[src/rtl/hazard_pkg.sv]
// Shared definitions for the 5-stage core hazard controller.
//   state_t : controller sequencing states
//   FWD_*   : Execute-stage operand forwarding selects
package hazard_pkg;

    typedef enum logic [1:0] {
        RUN      = 2'd0,
        MEM_WAIT = 2'd1,
        ERROR    = 2'd2
    } state_t;

    localparam logic [1:0] FWD_RD  = 2'b00;  // operand read from the D/E register
    localparam logic [1:0] FWD_WB  = 2'b01;  // result being written back in W
    localparam logic [1:0] FWD_ALU = 2'b10;  // ALU result held in M

endpackage

[src/rtl/hazard_controller_if.sv]
// Bundle between the pipeline datapath and the hazard controller.
//   master : pipeline side, drives register addresses, write enables and
//            memory status; receives stall/flush/forward controls.
//   slave  : hazard controller side.
interface hazard_controller_if #(
    parameter int RA_W  = 4,
    parameter int CNT_W = 16
);
    logic [RA_W-1:0]  RA1D, RA2D;
    logic [RA_W-1:0]  RA1E, RA2E;
    logic [RA_W-1:0]  A3E, A3M, A3W;
    logic             RegWriteE, RegWriteM, RegWriteW;
    logic             MemtoRegE;
    logic             BranchTakenE;
    logic             MemReqM;
    logic             mem_ready;

    logic             StallF, StallD, StallE, StallM;
    logic             FlushD, FlushE, FlushW;
    logic [1:0]       ForwardAE, ForwardBE;
    logic             mem_error;
    logic [CNT_W-1:0] stall_cnt, flush_cnt;

    modport master (
        output RA1D, RA2D, RA1E, RA2E, A3E, A3M, A3W,
               RegWriteE, RegWriteM, RegWriteW, MemtoRegE,
               BranchTakenE, MemReqM, mem_ready,
        input  StallF, StallD, StallE, StallM, FlushD, FlushE, FlushW,
               ForwardAE, ForwardBE, mem_error, stall_cnt, flush_cnt
    );

    modport slave (
        input  RA1D, RA2D, RA1E, RA2E, A3E, A3M, A3W,
               RegWriteE, RegWriteM, RegWriteW, MemtoRegE,
               BranchTakenE, MemReqM, mem_ready,
        output StallF, StallD, StallE, StallM, FlushD, FlushE, FlushW,
               ForwardAE, ForwardBE, mem_error, stall_cnt, flush_cnt
    );

endinterface

[src/rtl/sat_counter.sv]
// Saturating event counter.
//   clk   : clock, rising edge
//   rst   : synchronous active-high clear
//   inc   : count this cycle
//   count : current value, sticks at all-ones
module sat_counter #(
    parameter int CNT_W = 16
) (
    input  logic             clk,
    input  logic             rst,
    input  logic             inc,
    output logic [CNT_W-1:0] count
);

    // NOTE: sequential state uses non-blocking assignments so every flop
    // samples values from before the edge, independent of block ordering.
    always_ff @(posedge clk) begin
        if (rst) begin
            count <= '0;
        end else if (inc && (count != '1)) begin
            count <= count + CNT_W'(1);
        end
    end

endmodule

[src/rtl/hazard_controller.sv]
// Pipeline hazard and sequencing controller for the 5-stage 24-bit core.
//   clk, rst : clock (rising edge), synchronous active-high reset
//   bus      : slave side of hazard_controller_if
//              in : RA1D/RA2D, RA1E/RA2E, A3E/A3M/A3W, RegWrite{E,M,W},
//                   MemtoRegE, BranchTakenE, MemReqM, mem_ready
//              out: Stall{F,D,E,M}, Flush{D,E,W}, Forward{A,B}E,
//                   mem_error, stall_cnt, flush_cnt
// Stall/flush/forward outputs are combinational so the pipeline reacts in
// the same cycle the hazard is seen; only sequencing state is registered.
module hazard_controller
    import hazard_pkg::*;
#(
    parameter int RA_W        = 4,
    parameter int CNT_W       = 16,
    parameter int MEM_TIMEOUT = 255
) (
    input  logic clk,
    input  logic rst,
    hazard_controller_if.slave bus
);

    localparam int WAIT_W = $clog2(MEM_TIMEOUT + 1);

    state_t            state, state_nx;
    logic [WAIT_W-1:0] wait_cnt, wait_cnt_nx;
    logic              mem_error_q, mem_error_nx;

    logic stall_f, stall_d, stall_e, stall_m;
    logic flush_d, flush_e, flush_w;
    logic [1:0] fwd_a, fwd_b;
    logic lduse;
    logic [CNT_W-1:0] stall_cnt, flush_cnt;

    // M holds the younger result, so it wins over W for the same register.
    function automatic logic [1:0] fwd_sel(
        input logic [RA_W-1:0] ra,
        input logic [RA_W-1:0] a3m,
        input logic [RA_W-1:0] a3w,
        input logic            wm,
        input logic            ww
    );
        if (wm && (a3m == ra)) return FWD_ALU;
        if (ww && (a3w == ra)) return FWD_WB;
        return FWD_RD;
    endfunction

    assign lduse = bus.MemtoRegE && bus.RegWriteE &&
                   ((bus.A3E == bus.RA1D) || (bus.A3E == bus.RA2D));

    always_ff @(posedge clk) begin
        if (rst) begin
            state       <= RUN;
            wait_cnt    <= '0;
            mem_error_q <= 1'b0;
        end else begin
            state       <= state_nx;
            wait_cnt    <= wait_cnt_nx;
            mem_error_q <= mem_error_nx;
        end
    end

    always_comb begin
        // NOTE: every output of this block gets a default first; a path that
        // skipped an assignment would otherwise infer a latch.
        state_nx     = state;
        wait_cnt_nx  = wait_cnt;
        mem_error_nx = mem_error_q;
        stall_f      = 1'b0;
        stall_d      = 1'b0;
        stall_e      = 1'b0;
        stall_m      = 1'b0;
        flush_d      = 1'b0;
        flush_e      = 1'b0;
        flush_w      = 1'b0;

        case (state)
            RUN: begin
                wait_cnt_nx = '0;
                // Memory freeze outranks branch, branch outranks load-use.
                if (bus.MemReqM && !bus.mem_ready) begin
                    {stall_f, stall_d, stall_e, stall_m, flush_w} = '1;
                    state_nx = MEM_WAIT;
                end else if (bus.BranchTakenE) begin
                    flush_d = 1'b1;
                    flush_e = 1'b1;
                end else if (lduse) begin
                    stall_f = 1'b1;
                    stall_d = 1'b1;
                    flush_e = 1'b1;
                end
            end

            MEM_WAIT: begin
                if (bus.mem_ready) begin
                    state_nx    = RUN;
                    wait_cnt_nx = '0;
                end else begin
                    {stall_f, stall_d, stall_e, stall_m, flush_w} = '1;
                    wait_cnt_nx = wait_cnt + WAIT_W'(1);
                    // wait_cnt reaches MEM_TIMEOUT on this edge.
                    if (wait_cnt == WAIT_W'(MEM_TIMEOUT - 1)) begin
                        state_nx     = ERROR;
                        mem_error_nx = 1'b1;
                    end
                end
            end

            ERROR: begin
                {stall_f, stall_d, stall_e, stall_m, flush_w} = '1;
            end

            default: state_nx = RUN;
        endcase

        // The state register only clears at the edge, so the combinational
        // controls are forced quiet while reset is asserted.
        if (rst) begin
            {stall_f, stall_d, stall_e, stall_m} = '0;
            {flush_d, flush_e, flush_w}          = '0;
        end
    end

    always_comb begin
        fwd_a = fwd_sel(bus.RA1E, bus.A3M, bus.A3W, bus.RegWriteM, bus.RegWriteW);
        fwd_b = fwd_sel(bus.RA2E, bus.A3M, bus.A3W, bus.RegWriteM, bus.RegWriteW);
        if (rst) begin
            fwd_a = FWD_RD;
            fwd_b = FWD_RD;
        end
    end

    sat_counter #(.CNT_W(CNT_W)) u_stall_cnt (
        .clk   (clk),
        .rst   (rst),
        .inc   (stall_f),
        .count (stall_cnt)
    );

    sat_counter #(.CNT_W(CNT_W)) u_flush_cnt (
        .clk   (clk),
        .rst   (rst),
        .inc   (flush_e),
        .count (flush_cnt)
    );

    assign bus.StallF    = stall_f;
    assign bus.StallD    = stall_d;
    assign bus.StallE    = stall_e;
    assign bus.StallM    = stall_m;
    assign bus.FlushD    = flush_d;
    assign bus.FlushE    = flush_e;
    assign bus.FlushW    = flush_w;
    assign bus.ForwardAE = fwd_a;
    assign bus.ForwardBE = fwd_b;
    assign bus.mem_error = mem_error_q;
    assign bus.stall_cnt = stall_cnt;
    assign bus.flush_cnt = flush_cnt;

endmodule

[src/flat_wrapper.sv]
// flat-port wrapper written by rule: the top's interface ports become plain ports
module hazard_controller_flat import hazard_pkg::*;
#(
    parameter int RA_W        = 4,
    parameter int CNT_W       = 16,
    parameter int MEM_TIMEOUT = 255
)
  (clk, rst, bus_RA1D, bus_RA2D, bus_RA1E, bus_RA2E, bus_A3E, bus_A3M, bus_A3W, bus_RegWriteE, bus_RegWriteM, bus_RegWriteW, bus_MemtoRegE, bus_BranchTakenE, bus_MemReqM, bus_mem_ready, bus_StallF, bus_StallD, bus_StallE, bus_StallM, bus_FlushD, bus_FlushE, bus_FlushW, bus_ForwardAE, bus_ForwardBE, bus_mem_error, bus_stall_cnt, bus_flush_cnt);
  hazard_controller_if #(.RA_W(RA_W), .CNT_W(CNT_W)) bus_i ();
  input  logic clk;
  input  logic rst;
  input wire logic [$bits(bus_i.RA1D)-1:0] bus_RA1D;
  input wire logic [$bits(bus_i.RA2D)-1:0] bus_RA2D;
  input wire logic [$bits(bus_i.RA1E)-1:0] bus_RA1E;
  input wire logic [$bits(bus_i.RA2E)-1:0] bus_RA2E;
  input wire logic [$bits(bus_i.A3E)-1:0] bus_A3E;
  input wire logic [$bits(bus_i.A3M)-1:0] bus_A3M;
  input wire logic [$bits(bus_i.A3W)-1:0] bus_A3W;
  input wire logic [$bits(bus_i.RegWriteE)-1:0] bus_RegWriteE;
  input wire logic [$bits(bus_i.RegWriteM)-1:0] bus_RegWriteM;
  input wire logic [$bits(bus_i.RegWriteW)-1:0] bus_RegWriteW;
  input wire logic [$bits(bus_i.MemtoRegE)-1:0] bus_MemtoRegE;
  input wire logic [$bits(bus_i.BranchTakenE)-1:0] bus_BranchTakenE;
  input wire logic [$bits(bus_i.MemReqM)-1:0] bus_MemReqM;
  input wire logic [$bits(bus_i.mem_ready)-1:0] bus_mem_ready;
  output wire logic [$bits(bus_i.StallF)-1:0] bus_StallF;
  output wire logic [$bits(bus_i.StallD)-1:0] bus_StallD;
  output wire logic [$bits(bus_i.StallE)-1:0] bus_StallE;
  output wire logic [$bits(bus_i.StallM)-1:0] bus_StallM;
  output wire logic [$bits(bus_i.FlushD)-1:0] bus_FlushD;
  output wire logic [$bits(bus_i.FlushE)-1:0] bus_FlushE;
  output wire logic [$bits(bus_i.FlushW)-1:0] bus_FlushW;
  output wire logic [$bits(bus_i.ForwardAE)-1:0] bus_ForwardAE;
  output wire logic [$bits(bus_i.ForwardBE)-1:0] bus_ForwardBE;
  output wire logic [$bits(bus_i.mem_error)-1:0] bus_mem_error;
  output wire logic [$bits(bus_i.stall_cnt)-1:0] bus_stall_cnt;
  output wire logic [$bits(bus_i.flush_cnt)-1:0] bus_flush_cnt;
  assign bus_i.RA1D = bus_RA1D;
  assign bus_i.RA2D = bus_RA2D;
  assign bus_i.RA1E = bus_RA1E;
  assign bus_i.RA2E = bus_RA2E;
  assign bus_i.A3E = bus_A3E;
  assign bus_i.A3M = bus_A3M;
  assign bus_i.A3W = bus_A3W;
  assign bus_i.RegWriteE = bus_RegWriteE;
  assign bus_i.RegWriteM = bus_RegWriteM;
  assign bus_i.RegWriteW = bus_RegWriteW;
  assign bus_i.MemtoRegE = bus_MemtoRegE;
  assign bus_i.BranchTakenE = bus_BranchTakenE;
  assign bus_i.MemReqM = bus_MemReqM;
  assign bus_i.mem_ready = bus_mem_ready;
  assign bus_StallF = bus_i.StallF;
  assign bus_StallD = bus_i.StallD;
  assign bus_StallE = bus_i.StallE;
  assign bus_StallM = bus_i.StallM;
  assign bus_FlushD = bus_i.FlushD;
  assign bus_FlushE = bus_i.FlushE;
  assign bus_FlushW = bus_i.FlushW;
  assign bus_ForwardAE = bus_i.ForwardAE;
  assign bus_ForwardBE = bus_i.ForwardBE;
  assign bus_mem_error = bus_i.mem_error;
  assign bus_stall_cnt = bus_i.stall_cnt;
  assign bus_flush_cnt = bus_i.flush_cnt;
  hazard_controller #(.RA_W(RA_W), .CNT_W(CNT_W), .MEM_TIMEOUT(MEM_TIMEOUT)) u_core (.clk(clk), .rst(rst), .bus(bus_i));
endmodule
[config.mk]
export PLATFORM = sky130hd
export DESIGN_NAME = hazard_controller_flat
export DESIGN_NICKNAME = d
export VERILOG_FILES = /design/src/rtl/hazard_pkg.sv /design/src/rtl/hazard_controller_if.sv /design/src/rtl/sat_counter.sv /design/src/rtl/hazard_controller.sv /design/src/flat_wrapper.sv
export SDC_FILE = /design/constraint.sdc
export NUM_CORES = 1
export LEC_CHECK = 0
export BUFFER_PORTS_ARGS = -buffer_cell sky130_fd_sc_hd__buf_4
export CAP_MARGIN = 20
export CELL_PAD_IN_SITES_DETAIL_PLACEMENT = 1
export CELL_PAD_IN_SITES_GLOBAL_PLACEMENT = 1
export CORE_ASPECT_RATIO = 1.4
export CORE_MARGIN = 3
export CORE_UTILIZATION = 41
export CTS_BUF_LIST = sky130_fd_sc_hd__clkbuf_4 sky130_fd_sc_hd__clkbuf_8
export DETAILED_ROUTE_END_ITERATION = 6
export PLACE_DENSITY_LB_ADDON = 0.1
export RECOVER_POWER = 25
export REMOVE_ABC_BUFFERS = 1
export SYNTH_ARGS = -nofsm -noshare
export SYNTH_HDL_FRONTEND = slang
export SYNTH_HIERARCHICAL = 1
export SYNTH_SLANG_ARGS = --single-unit
[constraint.sdc]
create_clock -name clk -period 7.3 [get_ports clk]
set_input_delay 0.365 -clock clk [delete_from_list [all_inputs] [get_ports clk]]
set_output_delay 0.365 -clock clk [all_outputs]
set_load 0.01 [all_outputs]
==> results.sh <==
export IMPL_cp_data_arrival_time_ps=3220
export IMPL_wl_per_cell_um=16.1
export IMPL_gp_congestion=0.784
export IMPL_cp_slowest_stage_delay_ps=530
export IMPL_finalWorstSetupSlack_ps=4280
export IMPL_r2r_slack_ps=4280
export IMPL_syn_inst=316
export IMPL_layout_commonest_cell="buf_4"
export IMPL_first_global_vias=2754
export IMPL_grt_pass1_wl_um=12400
export IMPL_crit_start="u_core/state[1]"
export IMPL_drive_gt1_share_pct=19.7
export IMPL_rsz0062_at_grt="no"
export IMPL_io_buffer_count=80
export IMPL_hp_class="in2reg"
export IMPL_timing_final_crit_share_pct=41.4
export IMPL_io_pins=81
export IMPL_ys_seq_elements=43
export IMPL_cts_root_buf="clkbuf_8"
export IMPL_cts_clk_slew_worst_paths_ps=90
export IMPL_max_cap_violations=0
export IMPL_finalHoldViolCount=0
export IMPL_yosysWarnings=6
export IMPL_routed_via_density=5.81
export IMPL_vias=2650
export IMPL_synthArstFlopShare_pct=0
export IMPL_finClkSkew_ps=7.40
export IMPL_htree_num_levels=2
export IMPL_post_route_drc_count=0
export IMPL_worst_ir_drop_vdd_uv=99.1
export IMPL_synth_distinct_cells=47
export IMPL_grt_usage_pct=20.8
export IMPL_firstDrtPassIters=5
export IMPL_cts_buffers=5
export IMPL_ant_nets=0
export IMPL_path_class="reg2reg"
export IMPL_reg2reg_to="u_core/u_stall_cnt/count[11]"
export IMPL_fp_dieW_um=73.3
export IMPL_cp_slowest_cell="o21bai_1"
export IMPL_grt_max_degree=52
export IMPL_setup_tns_final_ps=0
export IMPL_synth_edf_count=0
export IMPL_n_antenna_cell=0
export IMPL_drt_wl_total_um=7360
export IMPL_endpoint="u_core/u_stall_cnt/count[11]"
export IMPL_die_area_um2=7340
export IMPL_relSlewSlack_pct=45.8
export IMPL_utilization_pct=53.7
export IMPL_cts_setup_buffers=0
export IMPL_die_height_um=100
export IMPL_synth_flop_cell="dfxtp_1"
export IMPL_num_rows=33
export IMPL_power_density_nw_per_um2=140
export IMPL_cts_tree="yes"
export IMPL_cts_resized_gates=0
export IMPL_post_place_ws_ps=4130
export IMPL_antenna_found_initial=0
export IMPL_ys_seq_area_share_pct=33.1
export IMPL_worst_pin_slew_ps=807
export IMPL_cp_start_kind="flip-flop"
export IMPL_overflow=0
export IMPL_max_freq_mhz=331
export IMPL_path_max_fanout=11
export IMPL_setup_violations=0
export IMPL_core_um2=5990
export IMPL_worstPathCellList="or3_1 -> or3_1 -> o21bai_1 -> nand2_1 -> nor4bb_1 -> mux2_2"
export IMPL_mostFrequentLayoutCells="buf_4, dfxtp_1, a21oi_1"
export IMPL_cp_required_ps=7490
export IMPL_clk_latency_ps=290
export IMPL_synth_area_um2=2600
export IMPL_layout_nets=427
export IMPL_initial_core_util_pct=43.4
export IMPL_p_leak_nw=1.16
export IMPL_drt_iter0_markers=134
export IMPL_ctsHoldBuffers=0
export IMPL_cts_sinks=43
export IMPL_syn_area_per_cell_um2=8.22
export IMPL_place_hpwl_um=5700
export IMPL_r2r_start="u_core/state[1]"
export IMPL_cts_path_max_buffers=2
export IMPL_end_kind="flip-flop"
export IMPL_status="finished, final reports clean"
export IMPL_rr_worst_depth=6
export IMPL_crit_top_cell="or3_1"
export IMPL_fin_crit_ps=3020
export IMPL_area_growth_pct=23.7
export IMPL_slew_violations=0
[Yosys cell counts, types with 2 or more instances]
cell | count | area, um2
clkbuf_1 | 8 | 30.0
nand3_1 | 18 | 90.1
and3_1 | 5 | 31.3
nor2b_1 | 4 | 25.0
o21a_1 | 3 | 22.5
nand4_4 | 2 | 42.5
or3_1 | 8 | 50.1
mux2i_1 | 2 | 20.0
o31ai_1 | 12 | 90.1
nand4_1 | 7 | 43.8
inv_1 | 8 | 30.0
a31oi_1 | 2 | 12.5
nor4_1 | 5 | 31.3
nand3b_1 | 3 | 22.5
nor2_1 | 24 | 90.1
nand2_1 | 18 | 67.6
xnor2_1 | 10 | 87.6
a21oi_1 | 28 | 140
nand2_2 | 2 | 12.5
nor4bb_1 | 2 | 20.0
dfxtp_1 | 43 | 861
and4_1 | 6 | 52.6
o21bai_1 | 3 | 22.5
nor4_4 | 2 | 42.5
nor3b_1 | 2 | 15.0
or4_1 | 14 | 105
nor3_1 | 14 | 70.1
mux2_2 | 2 | 22.5
a311oi_1 | 3 | 26.3
buf_2 | 3 | 15.0
o21ai_0 | 12 | 60.1
ha_1 | 4 | 50.1
buf_4 | 3 | 22.5
xor2_1 | 18 | 158
buf_1 | 2 | 7.51
o311ai_0 | 2 | 17.5
o41ai_1 | 2 | 17.5
[through the flow]
step | hold WS [ps] | cell area [um2] | std cells | power (mW)
after detailed placement | 492 | 3210 | 449 | 0.298
final | 392 | 3210 | 456 | 0.449
after global placement | 457 | 3210 | 449 | 0.295
after floorplan | 434 | 2520 | 299 | 0.264
after global routing | 397 | 3210 | 456 | 0.473
after CTS | 390 | 3290 | 456 | 0.455
[critical path, delay by kind of cell, from the launching register on]
kind | cells | cell delay, ps
DFF | 1 | 440
AOI/OAI and AO/OA | 1 | 530
and+or+nand+nor | 4 | 1590
muxes | 1 | 370
[logic make-up (layout without fill, tap and decap cells)]
logic type      count (synthesis)  count (layout)  synth area share (%)
compound gates                 71              71                  16.9
xor+xnor                       28              28                  9.44
fa+ha+maj                       4               4                  1.93
buf+inv                        26              96                  4.38
flops                          43              43                  33.1
mux                             4               4                  1.64
simple gates                  140             140                  32.6
[registers in the layout, summed over array words and instances (netlist names)]
register                  flops
u_core/u_flush_cnt/count     16
u_core/u_stall_cnt/count     16
u_core/wait_cnt               8
u_core/state                  2
u_core/bus.mem_error          1
[layer usage]
layer  up-vias  GRT usage [%]  wire, um
met1      1270           21.9      2860
li1       1316              -         -
met2        54           40.2      4070
met3        10           3.81       317
met5         -              0         0
met4         0           6.11       112
[worst min path at each step]
stage               slack, ps                 start                   end  depth (start not counted)
global placement          460  u_core/bus.mem_error  u_core/bus.mem_error                          2
finish                    390         bus_mem_ready       u_core/state[0]                          3
CTS                       390         bus_mem_ready       u_core/state[0]                          3
detailed placement        490    u_core/wait_cnt[6]    u_core/wait_cnt[6]                          1
floorplan                 430                   rst       u_core/state[1]                          1
global route              400         bus_mem_ready       u_core/state[0]                          3
[area by class of cell]
cell class,instances,area (um2)
clock buffers,6,82.6
clock inverters,1,5.00
fillers,765,2770
inverters,9,33.8
multi-input cells,247,1620
flip-flops and latches,43,861
well taps,70,87.6
repair buffers,80,522
[power breakdown]
part	total (mW)	switching (mW)	internal, mW
Combinational	0.0532	0.0264	0.0268
Clock	0.159	0.0841	0.0745
Sequential	0.238	0.00183	0.236
Total	0.449	0.112	0.337
No activity file was read; power rests on OpenSTA's default activity.
